**src/rtl/tick_gen_prog_pkg.sv**
```systemverilog
// tick_gen_prog_pkg: shared FSM encoding, mode constants and divisor floor
package tick_gen_prog_pkg;
  typedef enum logic [1:0] {IDLE = 2'd0, RUN = 2'd1, FINISH = 2'd2} state_t;
  localparam logic MODE_PERIODIC = 1'b0;
  localparam logic MODE_BURST = 1'b1;
  localparam int MIN_DIV = 2;
endpackage

```
**src/rtl/tick_div_core.sv**
```systemverilog
// tick_div_core: period counter with wrap detect and deferred divisor update
// Ports: clk/reset; run_i = FSM in RUN; adv_i = counting this cycle;
// div_wr_i/div_in_i = divisor write; wrap_o = counter at last count of period.
module tick_div_core
  import tick_gen_prog_pkg::*;
#(
  parameter int DIV_W = 20,
  parameter int DEF_DIV = 1000
) (
  input  logic             clk,
  input  logic             reset,
  input  logic             run_i,
  input  logic             adv_i,
  input  logic             div_wr_i,
  input  logic [DIV_W-1:0] div_in_i,
  output logic             wrap_o
);
  logic [DIV_W-1:0] cnt_q, cnt_d, div_q, div_d, pend_q, pend_d, wr_val;
  logic pend_v_q, pend_v_d;
  always_comb begin
    wr_val = (div_in_i < DIV_W'(MIN_DIV)) ? DIV_W'(MIN_DIV) : div_in_i;
    wrap_o = adv_i && (cnt_q == div_q - DIV_W'(1));
    cnt_d = (adv_i && !wrap_o) ? cnt_q + DIV_W'(1) : '0;
    pend_d = div_wr_i ? wr_val : pend_q;
    // while running, a write only becomes live at the next wrap; a write on the wrap itself wins
    pend_v_d = run_i && !wrap_o && (div_wr_i || pend_v_q);
    div_d = (!run_i || wrap_o) ? (div_wr_i ? wr_val : pend_v_q ? pend_q : div_q) : div_q;
  end
  always_ff @(posedge clk) begin
    if (reset) begin
      cnt_q <= '0;
      div_q <= DIV_W'(DEF_DIV);
      pend_q <= DIV_W'(DEF_DIV);
      pend_v_q <= 1'b0;
    end else begin
      cnt_q <= cnt_d;
      div_q <= div_d;
      pend_q <= pend_d;
      pend_v_q <= pend_v_d;
    end
  end
endmodule

```
**src/rtl/tick_gen_prog.sv**
```systemverilog
// tick_gen_prog: programmable periodic / burst tick generator
// Ports: clk, reset (sync, active high); en, mode, start, div_wr, div_in, burst_len in;
// tick (1-clock pulse per period), busy (RUN), done (burst end pulse), tick_cnt out.
module tick_gen_prog
  import tick_gen_prog_pkg::*;
#(
  parameter int DIV_W = 20,
  parameter int DEF_DIV = 1000,
  parameter int EVT_W = 8
) (
  input  logic             clk,
  input  logic             reset,
  input  logic             en,
  input  logic             mode,
  input  logic             start,
  input  logic             div_wr,
  input  logic [DIV_W-1:0] div_in,
  input  logic [EVT_W-1:0] burst_len,
  output logic             tick,
  output logic             busy,
  output logic             done,
  output logic [EVT_W-1:0] tick_cnt
);
  state_t state_q, state_d;
  logic mode_q, mode_d, tick_q, tick_d, enter, run, wrap;
  logic [EVT_W-1:0] len_q, len_d, cnt_q, cnt_d;
  tick_div_core #(.DIV_W(DIV_W), .DEF_DIV(DEF_DIV)) u_core (
    .clk(clk),
    .reset(reset),
    .run_i(run),
    .adv_i(run && en),
    .div_wr_i(div_wr),
    .div_in_i(div_in),
    .wrap_o(wrap)
  );
  always_ff @(posedge clk) begin
    if (reset) begin
      state_q <= IDLE;
      mode_q <= MODE_PERIODIC;
      len_q <= '0;
      cnt_q <= '0;
      tick_q <= 1'b0;
    end else begin
      state_q <= state_d;
      mode_q <= mode_d;
      len_q <= len_d;
      cnt_q <= cnt_d;
      tick_q <= tick_d;
    end
  end
  always_comb begin
    run = state_q == RUN;
    enter = state_q == IDLE && en && (mode == MODE_PERIODIC || (start && burst_len != '0));
    // burst completion is seen the cycle after the final tick, so done follows that tick by one clock
    state_d = enter ? RUN : !run ? IDLE : !en ? IDLE :
              (mode_q == MODE_BURST && cnt_q == len_q) ? FINISH : RUN;
    mode_d = enter ? mode : mode_q;
    len_d = enter ? burst_len : len_q;
    cnt_d = enter ? '0 : wrap ? cnt_q + EVT_W'(1) : cnt_q;
    tick_d = wrap;
  end
  always_comb begin
    tick = tick_q;
    busy = state_q == RUN;
    done = state_q == FINISH;
    tick_cnt = cnt_q;
  end
endmodule

```
**config.mk**
```make
export PLATFORM = sky130hd
export DESIGN_NAME = tick_gen_prog
export DESIGN_NICKNAME = d
export VERILOG_FILES = /design/src/rtl/tick_gen_prog_pkg.sv /design/src/rtl/tick_div_core.sv /design/src/rtl/tick_gen_prog.sv
export SDC_FILE = /design/constraint.sdc
export NUM_CORES = 1
export LEC_CHECK = 0
export CAP_MARGIN = 20
export CELL_PAD_IN_SITES_DETAIL_PLACEMENT = 1
export CELL_PAD_IN_SITES_GLOBAL_PLACEMENT = 2
export CORE_MARGIN = 5
export CORE_UTILIZATION = 35
export DETAILED_ROUTE_END_ITERATION = 6
export PLACE_DENSITY_LB_ADDON = 0.15
export SLEW_MARGIN = 20
export SYNTH_ARGS = -nofsm -noshare
export SYNTH_HDL_FRONTEND = slang
export SYNTH_HIERARCHICAL = 1
export SYNTH_SLANG_ARGS = --single-unit
```
**constraint.sdc**
```tcl
create_clock -name clk -period 4 [get_ports clk]
set_input_delay 0.8 -clock clk [delete_from_list [all_inputs] [get_ports clk]]
set_output_delay 0.8 -clock clk [all_outputs]
set_load 0.005 [all_outputs]
```
==> flow_results.xml, run 1 <==
<?xml version="1.0" encoding="UTF-8"?>
<metrics>
  <group name="status">
    <metric name="run_status" unit="">complete, no violations</metric>
  </group>
  <group name="global_route">
    <metric name="grt_antenna_before_repair" unit="">0</metric>
    <metric name="wire_length_of_the_first_global_routing_pass" unit="um">18770</metric>
    <metric name="grt_start_max_net_pins" unit="">43</metric>
    <metric name="global_route.usage.total" unit="%">16.15</metric>
    <metric name="grt_overflow" unit="">0</metric>
    <metric name="vias_in_the_first_global_route" unit="">3563</metric>
  </group>
  <group name="sta">
    <metric name="fin_setup_tns" unit="ns">0</metric>
    <metric name="fmax" unit="MHz">273.0</metric>
    <metric name="slew_hr" unit="%">37.76</metric>
    <metric name="rsz0062_at_grt" unit="">no</metric>
    <metric name="hold_viol" unit="">0</metric>
    <metric name="fin_skew" unit="ns">0.01006</metric>
    <metric name="finalWorstPathRequiredPeriod" unit="ns">3.663</metric>
    <metric name="post-route-period-util" unit="%">91.57</metric>
    <metric name="timing_worst_slew_pin_value" unit="ns">0.9336</metric>
    <metric name="post-route-worst-setup-slack" unit="ns">0.3373</metric>
    <metric name="finalMaxSlewViolations" unit="">0</metric>
    <metric name="finalSetupViolCount" unit="">0</metric>
  </group>
  <group name="drt">
    <metric name="routed-via-count" unit="">3505</metric>
    <metric name="avgViaCountPerCell" unit="">5.124</metric>
    <metric name="drt.antenna.violating_nets" unit="">0</metric>
    <metric name="detail_route.drc_violations" unit="">0</metric>
    <metric name="wl" unit="um">11320</metric>
    <metric name="routedWlPerCell" unit="um">16.55</metric>
    <metric name="drt_pass1_iterations" unit="">4</metric>
    <metric name="drt_first_iter_violations" unit="">185</metric>
  </group>
  <group name="floorplanning">
    <metric name="core_footprint" unit="mm2">0.01247</metric>
    <metric name="ioPinCount" unit="">45</metric>
    <metric name="std_cell_rows" unit="">41</metric>
    <metric name="dieArea" unit="mm2">0.01494</metric>
    <metric name="die_w" unit="um">122.2</metric>
    <metric name="initial_core_util" unit="%">35.37</metric>
    <metric name="floorplan.die.height" unit="um">122.2</metric>
  </group>
  <group name="setup_path">
    <metric name="crit_path_top_delay_cell" unit="">sky130_fd_sc_hd__or4b_2</metric>
    <metric name="path_buf_inv" unit="">2</metric>
    <metric name="path_cells" unit="">inv_1 &gt; ha_1 &gt; or4b_2 &gt; o21a_1 &gt; or4b_2 &gt; o211ai_1 &gt; nand4b_1 &gt; o32ai_4 &gt; buf_12 &gt; mux2_4</metric>
    <metric name="cp_max_fo" unit="">20</metric>
    <metric name="r2r_setup_slack" unit="ns">0.34</metric>
    <metric name="worst_path_dominant_cell_family" unit="">simple AND/OR/NAND/NOR gates</metric>
    <metric name="slowest_delay" unit="ns">0.63</metric>
    <metric name="setup.worst_path.class" unit="">register to register</metric>
    <metric name="crit_required" unit="ns">4.24</metric>
    <metric name="critPathLaunchType" unit="">register</metric>
    <metric name="cpMostUsedCell" unit="">sky130_fd_sc_hd__or4b_2</metric>
    <metric name="critPathCaptureType" unit="">register</metric>
    <metric name="timing.critical_path.arrival" unit="ns">3.90</metric>
  </group>
  <group name="clock_network">
    <metric name="ctsLongestPathBuffers" unit="">2</metric>
    <metric name="clock_latency_of_the_later_clocked_register_in_the_worst_skew_pair" unit="ns">0.35</metric>
    <metric name="tritoncts.num_buffers" unit="">9</metric>
    <metric name="tritoncts" unit="">done</metric>
    <metric name="worst_setup_hold_path_clk_slew" unit="ns">0.07</metric>
    <metric name="postCtsResizedCells" unit="">0</metric>
    <metric name="post_cts_hold_buffer_count" unit="">0</metric>
    <metric name="cts.repair_timing.setup_buffer_count" unit="">0</metric>
    <metric name="root_buffer" unit="">sky130_fd_sc_hd__clkbuf_16</metric>
    <metric name="cts.sink_count" unit="">81</metric>
    <metric name="htreeDepth" unit="">3</metric>
  </group>
  <group name="power_and_ir_drop">
    <metric name="clock_power_share" unit="%">43.5</metric>
    <metric name="power_density" unit="mW/mm2">382.5</metric>
    <metric name="netSwitchingPower" unit="mW">0.5483</metric>
    <metric name="power_frac_comb" unit="%">13.2</metric>
    <metric name="power.switching_fraction" unit="%">27.12</metric>
    <metric name="vdd_drop_max" unit="V">0.0001960</metric>
    <metric name="power.leakage" unit="nW">1.856</metric>
    <metric name="proportion_of_power_drawn_by_flip_flops_and_latches" unit="%">43.3</metric>
    <metric name="intPower" unit="mW">1.473</metric>
  </group>
  <group name="logic_synthesis">
    <metric name="yosys.area.top_type" unit="">sky130_fd_sc_hd__dfxtp_1</metric>
    <metric name="syn-instance-count" unit="">473</metric>
    <metric name="post_synth_main_area_contributors" unit="">sky130_fd_sc_hd__dfxtp_1 (37%), sky130_fd_sc_hd__mux2_4 (6.8%), sky130_fd_sc_hd__xnor2_1 (6.4%)</metric>
    <metric name="synth.cell_area" unit="mm2">0.004409</metric>
    <metric name="synthesis.area_per_instance" unit="um2">9.322</metric>
    <metric name="synthesis.yosys.warnings" unit="">6</metric>
    <metric name="synth.top_cell.area_share" unit="%">36.78</metric>
    <metric name="synth.net_count" unit="">510</metric>
    <metric name="asyncSetResetFlopFracSynth" unit="%">0</metric>
    <metric name="synthMostInstantiatedCell" unit="">sky130_fd_sc_hd__dfxtp_1</metric>
    <metric name="yosys-top-cells-count" unit="">sky130_fd_sc_hd__dfxtp_1 (81), sky130_fd_sc_hd__nor2_1 (50), sky130_fd_sc_hd__xnor2_1 (32)</metric>
    <metric name="synth-seq-area-share" unit="%">36.78</metric>
    <metric name="number_of_enable_flip_flop_cells_after_synthesis" unit="">0</metric>
    <metric name="synth.lib_cells_used.distinct" unit="">57</metric>
    <metric name="ff_latch_count_synth" unit="">81</metric>
    <metric name="ys.flop_type" unit="">sky130_fd_sc_hd__dfxtp_1</metric>
  </group>
  <group name="final_layout">
    <metric name="layout.filler_cells" unit="">1426</metric>
    <metric name="final_net_count" unit="">544</metric>
    <metric name="flow.area_growth_from_synthesis" unit="%">19.86</metric>
    <metric name="drive_above_1_share" unit="%">13.09</metric>
    <metric name="antenna_diode_count" unit="">0</metric>
  </group>
  <group name="flow_run">
    <metric name="cap_violations" unit="">0</metric>
  </group>
  <group name="min_path">
    <metric name="min_path_type" unit="">register to register</metric>
  </group>
  <group name="placed_design">
    <metric name="place_congestion" unit="">0.8168</metric>
    <metric name="place.detailed.hpwl" unit="um">8403</metric>
    <metric name="portBuffers" unit="">44</metric>
    <metric name="dp_worst_setup_slack" unit="ns">0.3624</metric>
  </group>
</metrics>
## layer usage
layer  routed length (um)  global-route usage [%]  part of all wire (%)  vias to the layer above
met4                  161                   5.108                   1.4                        0
met1                 5937                   23.82                    52                     1686
met5                    0                       0                     0                        -
met3                  372                   4.101                   3.3                       11
li1                     -                       -                     -                     1754
met2                 4846                   22.91                    43                       54
## area by class of cell
type                    count  area (um2)  share of cell area [%]
repair buffers             49       485.5                   9.186
multi-input cells         356        2614                   49.46
clock buffers               9       225.2                   4.261
well taps                 172       215.2                   4.072
clock inverters             7       86.33                   1.634
inverters                  10       37.54                  0.7102
flip-flops and latches     81        1622                   30.68
## logic make-up after synthesis
logic type,after synthesis,synth area share (%)
and+or+nand+nor,206,27.04
DFF,81,36.78
xor gates and xnor gates,55,10.93
AOI/OAI and AO/OA,51,8.513
muxes,41,11.58
buffers and inverters,36,4.313
adders and majority gates,3,0.8514
## power groups by stage
stage | Combinational (mW) | Clock (mW) | Sequential [mW]
floorplan | 0.195 | 0 | 0.879
global placement | 0.262 | 0 | 0.893
detailed placement | 0.267 | 0 | 0.893
CTS | 0.268 | 0.907 | 0.875
global route | 0.290 | 0.937 | 0.881
finish | 0.267 | 0.880 | 0.875
## sequential cells by signal, indices dropped and copies added (netlist names)
register / count
u_core/cnt_q: 20
u_core/div_q: 20
u_core/pend_q: 20
len_q: 8
tick_cnt: 8
state_q: 2
mode_q: 1
tick: 1
u_core/pend_v_q: 1
## final timing paths
kind         depth (start not counted)         endpoint             from
min                                  2         len_q[7]         len_q[7]
min reg2reg                          2         len_q[7]         len_q[7]
max reg2reg                         10  u_core/div_q[1]  u_core/div_q[0]
max                                 10  u_core/div_q[1]  u_core/div_q[0]
## through the flow
stage / cell area, um2 / instances / hold slack, ns / utilization [%] / power [mW]
final: 5285 / 684 / 0.4888 / 42.40 / 2.022
after global routing: 5285 / 684 / 0.5219 / 42.40 / 2.108
after CTS: 5285 / 684 / 0.4962 / 42.40 / 2.050
after detailed placement: 4974 / 668 / 0.4836 / 39.90 / 1.160
after global placement: 4974 / 668 / 0.4763 / 39.90 / 1.154
after floorplan: 4409 / 473 / 0.4526 / - / 1.074
## layout by cell type (no fill, tap or decap), types with 5 or more instances in the layout
cell type and instances:
sky130_fd_sc_hd__and3_1 6, sky130_fd_sc_hd__nand4_1 9, sky130_fd_sc_hd__nand3_1 14, sky130_fd_sc_hd__mux2i_1 21, sky130_fd_sc_hd__clkdlybuf4s50_1 43, sky130_fd_sc_hd__clkbuf_16 9
sky130_fd_sc_hd__nor2_1 50, sky130_fd_sc_hd__a21oi_1 7, sky130_fd_sc_hd__nor3_2 8, sky130_fd_sc_hd__o211ai_1 5, sky130_fd_sc_hd__or3_1 5, sky130_fd_sc_hd__nand2b_1 17
sky130_fd_sc_hd__mux2_4 20, sky130_fd_sc_hd__nand2_1 13, sky130_fd_sc_hd__xnor2_1 32, sky130_fd_sc_hd__nor3_1 12, sky130_fd_sc_hd__nor2b_1 23, sky130_fd_sc_hd__xor2_1 23
sky130_fd_sc_hd__o21ai_0 5, sky130_fd_sc_hd__nor4_1 17, sky130_fd_sc_hd__inv_1 10, sky130_fd_sc_hd__dfxtp_1 81, sky130_fd_sc_hd__or2_2 8, sky130_fd_sc_hd__a211o_1 6
## worst register-to-register path, delay by kind of cell, from the launching register on
kind                     cells  cell delay (ns)
AO/OA/AOI/OAI                3             0.73
adder cells (fa/ha/maj)      1             0.29
buffers and inverters        2             0.33
flip-flops                   1             0.37
multiplexers                 1             0.33
AND/OR/NAND/NOR              3             1.49
Note: power is estimated with default switching activity, not from simulation.
==> run 2: changes to the inputs <==
clock period = 3.5 ns   (was 4 ns; I/O delays follow)
==> run 2 against run 1 <==
First-iteration DRC count fell by 41%. Critical endpoint is now u_core/div_q[11]. Clock power increased by 11%. Critical path type unchanged. Combinational power is 24% higher. Largest power group is now registers. Final area increased by 2.6%. Final cell count increased by 1.6%. Largest cell class unchanged. Clock-buffer cell count rose by 3. Die area stayed put. Global-route usage is 0.45 points higher.
==> flow_results.xml, run 2 (synthesis gave the netlist of run 1 again) <==
<?xml version="1.0" encoding="UTF-8"?>
<metrics>
  <group name="drt">
    <metric name="drt.antenna.violating_nets" unit="">0</metric>
    <metric name="detail_route.drc_violations" unit="">0</metric>
    <metric name="drt_first_iter_violations" unit="">110</metric>
    <metric name="avgViaCountPerCell" unit="">5.154</metric>
    <metric name="routedWlPerCell" unit="um">16.74</metric>
    <metric name="wl" unit="um">11640</metric>
    <metric name="drt_pass1_iterations" unit="">4</metric>
    <metric name="routed-via-count" unit="">3582</metric>
  </group>
  <group name="clock_network">
    <metric name="cts.sink_count" unit="">81</metric>
    <metric name="tritoncts" unit="">done</metric>
    <metric name="ctsLongestPathBuffers" unit="">2</metric>
    <metric name="tritoncts.num_buffers" unit="">9</metric>
    <metric name="post_cts_hold_buffer_count" unit="">0</metric>
    <metric name="htreeDepth" unit="">3</metric>
    <metric name="worst_setup_hold_path_clk_slew" unit="ns">0.06</metric>
    <metric name="clock_latency_of_the_later_clocked_register_in_the_worst_skew_pair" unit="ns">0.34</metric>
    <metric name="root_buffer" unit="">sky130_fd_sc_hd__clkbuf_16</metric>
  </group>
  <group name="sta">
    <metric name="fin_setup_tns" unit="ns">0</metric>
    <metric name="hold_viol" unit="">0</metric>
    <metric name="fmax" unit="MHz">293.2</metric>
    <metric name="finalMaxSlewViolations" unit="">0</metric>
    <metric name="finalWorstPathRequiredPeriod" unit="ns">3.410</metric>
    <metric name="timing_worst_slew_pin_value" unit="ns">0.7813</metric>
    <metric name="post-route-period-util" unit="%">97.44</metric>
    <metric name="finalSetupViolCount" unit="">0</metric>
    <metric name="slew_hr" unit="%">47.43</metric>
    <metric name="fin_skew" unit="ns">0.01031</metric>
  </group>
  <group name="power_and_ir_drop">
    <metric name="power.leakage" unit="nW">1.926</metric>
    <metric name="power_density" unit="mW/mm2">425.7</metric>
    <metric name="vdd_drop_max" unit="V">0.0002333</metric>
  </group>
  <group name="final_layout">
    <metric name="antenna_diode_count" unit="">0</metric>
    <metric name="drive_above_1_share" unit="%">16.25</metric>
    <metric name="layout_top_registers" unit="">u_core/cnt_q x20, u_core/div_q x20, u_core/pend_q x20</metric>
    <metric name="most_frequent_cells_in_the_layout" unit="">sky130_fd_sc_hd__dfxtp_1 (78), sky130_fd_sc_hd__nor2_1 (50), sky130_fd_sc_hd__clkdlybuf4s50_1 (43)</metric>
    <metric name="final_net_count" unit="">556</metric>
    <metric name="flow.area_growth_from_synthesis" unit="%">22.96</metric>
    <metric name="post-route-cell-area" unit="mm2">0.005421</metric>
    <metric name="leading_cell_type_in_the_layout_fill_and_taps_excluded" unit="">sky130_fd_sc_hd__dfxtp_1</metric>
  </group>
  <group name="status">
    <metric name="run_status" unit="">complete, no violations</metric>
  </group>
  <group name="placed_design">
    <metric name="portBuffers" unit="">44</metric>
    <metric name="place.detailed.hpwl" unit="um">8576</metric>
    <metric name="place_congestion" unit="">0.8157</metric>
    <metric name="post_detailed_placement_cell_area" unit="mm2">0.005034</metric>
  </group>
  <group name="global_route">
    <metric name="vias_in_the_first_global_route" unit="">3719</metric>
    <metric name="grt_overflow" unit="">0</metric>
    <metric name="grt_start_max_net_pins" unit="">44</metric>
    <metric name="grt_antenna_before_repair" unit="">0</metric>
    <metric name="wire_length_of_the_first_global_routing_pass" unit="um">19410</metric>
    <metric name="global_route.usage.total" unit="%">16.60</metric>
  </group>
  <group name="min_path">
    <metric name="min_path_type" unit="">register to register</metric>
  </group>
  <group name="setup_path">
    <metric name="crit_path_top_delay_cell" unit="">sky130_fd_sc_hd__or4_4</metric>
    <metric name="setup.worst_path.class" unit="">register to register</metric>
    <metric name="slowest_delay" unit="ns">0.56</metric>
    <metric name="cp_max_fo" unit="">5</metric>
    <metric name="critPathCaptureType" unit="">register</metric>
    <metric name="worst_path_dominant_cell_family" unit="">simple AND/OR/NAND/NOR gates</metric>
    <metric name="critPathLaunchType" unit="">register</metric>
    <metric name="path_cells" unit="">or4_4 &gt; or4_4 &gt; or4_1 &gt; nand2_2 &gt; or3b_4 &gt; o32ai_4 &gt; clkbuf_16 &gt; mux2_4</metric>
    <metric name="crit_required" unit="ns">3.73</metric>
    <metric name="cpMostUsedCell" unit="">sky130_fd_sc_hd__or4_4</metric>
    <metric name="timing.critical_path.arrival" unit="ns">3.64</metric>
    <metric name="path_buf_inv" unit="">1</metric>
  </group>
  <group name="floorplanning">
    <metric name="floorplan.die.height" unit="um">122.2</metric>
    <metric name="ioPinCount" unit="">45</metric>
    <metric name="initial_core_util" unit="%">35.37</metric>
    <metric name="dieArea" unit="mm2">0.01494</metric>
    <metric name="die_w" unit="um">122.2</metric>
    <metric name="std_cell_rows" unit="">41</metric>
    <metric name="core_footprint" unit="mm2">0.01247</metric>
  </group>
  <group name="flow_run">
    <metric name="cap_violations" unit="">0</metric>
  </group>
</metrics>
[run 2: changes by cell type in the layout (fill, tap and decap cells not counted), sizes merged]
cell / before / now
buf: 6 / 17
inv: 13 / 12
clkinv: 2 / 0
clkbuf: 9 / 13
clkinvlp: 1 / 0
[run 2: final cells by class]
class	count	area, um2
Fill cell	1431	7044
Multi-Input combinational cell	356	2643
Sequential cell	81	1625
Timing Repair Buffer	61	596.8
Clock buffer	12	256.5
Tap cell	172	215.2
Clock inverter	3	47.55
Inverter	10	37.54
[run 2: routing by layer]
layer | wire length (um) | part of all wire, % | up-vias | track usage, %
li1 | - | - | 1774 | -
met5 | 0 | 0 | - | 0
met4 | 180 | 1.5 | 0 | 5.598
met1 | 5949 | 51 | 1743 | 23.48
met3 | 345 | 3.0 | 16 | 3.687
met2 | 5161 | 44 | 49 | 24.97
[run 2: final timing paths]
path	from	endpoint	slack, ns	cells past startpoint
worst max register to register	u_core/div_q[2]	u_core/div_q[11]	0.09	8
worst min-delay path	len_q[3]	len_q[3]	0.49	2
worst max-delay path	u_core/div_q[2]	u_core/div_q[11]	0.09	8
worst min register to register	len_q[3]	len_q[3]	0.49	2
[run 2: worst min-delay path: stages (launching register included)]
cell and delay [ns]:
sky130_fd_sc_hd__dfxtp_1 0.32, sky130_fd_sc_hd__nand2b_1 0.07, sky130_fd_sc_hd__mux2i_1 0.06
[run 2: where the power goes]
part / switching (mW) / internal (mW)
Combinational: 0.161 / 0.170
Clock: 0.386 / 0.593
Sequential: 0.0348 / 0.962
[run 2: repair_timing]
item,4_1_cts,5_1_grt
setup buffers,0,2
setup endpoints to repair,0,28
resized for setup,0,10
[run 2: through the flow]
stage               util (%)  power (mW)  setup WS (ns)  cells  hold slack (ns)
floorplan                  -       1.227        0.09456    473           0.4526
global placement       40.38       1.327         0.1774    676           0.4756
detailed placement     40.38       1.336       0.008738    676           0.4848
CTS                    42.82       2.335        0.01409    691           0.4970
global route           43.49       2.421       -0.01638    695           0.5287
finish                 43.49       2.308        0.08963    695           0.4925
==> run 3: changes to the inputs <==
CORE_MARGIN = 1   (was 5)
CTS_CLUSTER_SIZE = 30   (was not set)
==> run 3 against run 2 <==
Total power up 1.2%. Hold slack improved by 0.0067 ns. Combinational power up 3%. Highest routed layer unchanged. Clock power barely moved. Largest power group is now clock. Largest cell class unchanged. Clock skew fell by 0.0030 ns. Clock-buffer cell count is 1 lower. Non-clock buffer count is 5 higher. Register-to-register slack barely moved. Routed wire length down 1.0%.
==> flow_results.xml, run 3 (synthesis gave the netlist of run 1 again) <==
<?xml version="1.0" encoding="UTF-8"?>
<metrics>
  <group name="final_layout">
    <metric name="final_util" unit="%">45.00</metric>
    <metric name="layout.filler_cells" unit="">1413</metric>
    <metric name="drive_above_1_share" unit="%">17.77</metric>
    <metric name="layout_top_registers" unit="">u_core/cnt_q x20, u_core/div_q x20, u_core/pend_q x20</metric>
    <metric name="leading_cell_type_in_the_layout_fill_and_taps_excluded" unit="">sky130_fd_sc_hd__dfxtp_1</metric>
    <metric name="antenna_diode_count" unit="">0</metric>
    <metric name="final_net_count" unit="">561</metric>
    <metric name="multi_input_area" unit="mm2">0.002649</metric>
    <metric name="most_frequent_cells_in_the_layout" unit="">sky130_fd_sc_hd__dfxtp_1 (77), sky130_fd_sc_hd__nor2_1 (50), sky130_fd_sc_hd__clkdlybuf4s50_1 (43)</metric>
    <metric name="instances_no_fill" unit="">697</metric>
    <metric name="flow.area_growth_from_synthesis" unit="%">24.12</metric>
    <metric name="layout.area.seq" unit="mm2">0.001629</metric>
  </group>
  <group name="global_route">
    <metric name="grt_use_met1" unit="%">26.02</metric>
    <metric name="vias_in_the_first_global_route" unit="">3536</metric>
    <metric name="global_route.usage.met3" unit="%">4.129</metric>
    <metric name="grt_antenna_before_repair" unit="">0</metric>
    <metric name="global_route.usage.total" unit="%">18.58</metric>
    <metric name="grt_busiest_layer" unit="">met2</metric>
    <metric name="grt_start_max_net_pins" unit="">36</metric>
    <metric name="grt_overflow" unit="">0</metric>
    <metric name="wire_length_of_the_first_global_routing_pass" unit="um">18590</metric>
    <metric name="grtUsageMet2" unit="%">27.68</metric>
  </group>
  <group name="floorplanning">
    <metric name="core_footprint" unit="mm2">0.01216</metric>
    <metric name="floorplan.die.height" unit="um">114.2</metric>
    <metric name="die_w" unit="um">114.2</metric>
    <metric name="initial_core_util" unit="%">36.26</metric>
    <metric name="std_cell_rows" unit="">40</metric>
    <metric name="ioPinCount" unit="">45</metric>
    <metric name="dieArea" unit="mm2">0.01305</metric>
  </group>
  <group name="clock_network">
    <metric name="ctsLongestPathBuffers" unit="">2</metric>
    <metric name="tritoncts.num_buffers" unit="">9</metric>
    <metric name="root_buffer" unit="">sky130_fd_sc_hd__clkbuf_16</metric>
    <metric name="worst_setup_hold_path_clk_slew" unit="ns">0.06</metric>
    <metric name="tritoncts" unit="">done</metric>
    <metric name="htreeDepth" unit="">3</metric>
    <metric name="clock_latency_of_the_later_clocked_register_in_the_worst_skew_pair" unit="ns">0.35</metric>
    <metric name="cts.sink_count" unit="">81</metric>
  </group>
  <group name="min_path">
    <metric name="min_path_type" unit="">register to register</metric>
  </group>
  <group name="status">
    <metric name="run_status" unit="">complete, no violations</metric>
  </group>
  <group name="drt">
    <metric name="routed-via-count" unit="">3573</metric>
    <metric name="drt_pass1_iterations" unit="">4</metric>
    <metric name="drt.antenna.violating_nets" unit="">0</metric>
    <metric name="avgViaCountPerCell" unit="">5.126</metric>
    <metric name="wl" unit="um">11520</metric>
    <metric name="detail_route.drc_violations" unit="">0</metric>
    <metric name="drt_first_iter_violations" unit="">115</metric>
    <metric name="routedWlPerCell" unit="um">16.53</metric>
  </group>
  <group name="setup_path">
    <metric name="crit_required" unit="ns">3.74</metric>
    <metric name="critPathCaptureType" unit="">register</metric>
    <metric name="setup.worst_path.class" unit="">register to register</metric>
    <metric name="cp_max_fo" unit="">5</metric>
    <metric name="critPathLaunchType" unit="">register</metric>
    <metric name="timing.critical_path.arrival" unit="ns">3.65</metric>
  </group>
  <group name="sta">
    <metric name="post-route-worst-setup-slack" unit="ns">0.08747</metric>
    <metric name="finalMaxSlewViolations" unit="">0</metric>
    <metric name="post-route-period-util" unit="%">97.50</metric>
    <metric name="timing_worst_slew_pin_value" unit="ns">0.8707</metric>
    <metric name="fin_setup_tns" unit="ns">0</metric>
    <metric name="rsz0062_at_grt" unit="">no</metric>
    <metric name="finalWorstPathRequiredPeriod" unit="ns">3.413</metric>
    <metric name="slew_hr" unit="%">41.42</metric>
    <metric name="fin_skew" unit="ns">0.007358</metric>
    <metric name="hold_viol" unit="">0</metric>
    <metric name="finalSetupViolCount" unit="">0</metric>
    <metric name="fmax" unit="MHz">293.0</metric>
  </group>
  <group name="power_and_ir_drop">
    <metric name="power.leakage" unit="nW">1.958</metric>
    <metric name="vdd_drop_max" unit="V">0.0002516</metric>
    <metric name="p_total" unit="mW">2.335</metric>
    <metric name="power_density" unit="mW/mm2">426.7</metric>
  </group>
  <group name="placed_design">
    <metric name="place_congestion" unit="">0.8078</metric>
    <metric name="dp_worst_setup_slack" unit="ns">0.06456</metric>
    <metric name="portBuffers" unit="">44</metric>
    <metric name="placed_cell_count" unit="">676</metric>
    <metric name="place.detailed.hpwl" unit="um">8525</metric>
  </group>
  <group name="flow_run">
    <metric name="cap_violations" unit="">0</metric>
  </group>
</metrics>
==> run 3: where the power goes <==
| part | internal [mW] | total (mW) | switching (mW) |
|---|---|---|---|
| clock | 0.595 | 1.00 | 0.404 |
| combinational | 0.177 | 0.340 | 0.162 |
| sequential | 0.962 | 0.996 | 0.0341 |
| total | 1.73 | 2.34 | 0.601 |
==> run 3: worst max-delay path: stages (launching register included) <==
cell and delay (ns):
sky130_fd_sc_hd__dfxtp_1 0.33, sky130_fd_sc_hd__or4_4 0.58, sky130_fd_sc_hd__or4_4 0.44, sky130_fd_sc_hd__or4_4 0.54, sky130_fd_sc_hd__nand2_4 0.09, sky130_fd_sc_hd__or3b_4 0.39
sky130_fd_sc_hd__o32ai_4 0.41, sky130_fd_sc_hd__clkbuf_16 0.24, sky130_fd_sc_hd__mux2_4 0.29
==> run 3: layer usage <==
metal | vias up | share of wire (%)
li1 | 1781 | -
met5 | - | 0
met1 | 1746 | 51
met4 | 0 | 1.5
met3 | 11 | 2.3
met2 | 35 | 45
==> run 3: what timing repair did <==
item | in CTS | in global routing
setup buffers | 0 | 3
hold buffers | 0 | 0
resized for setup | 0 | 14
hold endpoints to repair | 0 | 0
setup endpoints to repair | 0 | 24
==> run 3: through the flow <==
step,hold slack [ns],instance area (um2)
5_1_grt,0.5272,5473
3_3_place_gp,0.4761,5059
2_1_floorplan,0.4526,4409
4_1_cts,0.5023,5371
3_5_place_dp,0.4893,5059
6_report,0.4992,5473
==> run 3: worst paths after layout <==
path / startpoint / end / slack, ns / depth (start not counted)
setup / recovery: u_core/div_q[3] / u_core/div_q[11] / 0.09 / 8
hold / removal: len_q[7] / len_q[7] / 0.50 / 2
setup reg to reg: u_core/div_q[3] / u_core/div_q[11] / 0.09 / 8
hold reg to reg: len_q[7] / len_q[7] / 0.50 / 2
==> run 3: cell type report <==
| class | instances | area share, % |
|---|---|---|
| clock inverter | 5 | 1.097 |
| sequential | 81 | 29.77 |
| timing repair buffer | 66 | 11.59 |
| clock buffer | 11 | 4.618 |
| multi-input combinational | 356 | 48.40 |
| inverter | 10 | 0.6859 |
| tap | 168 | 3.841 |
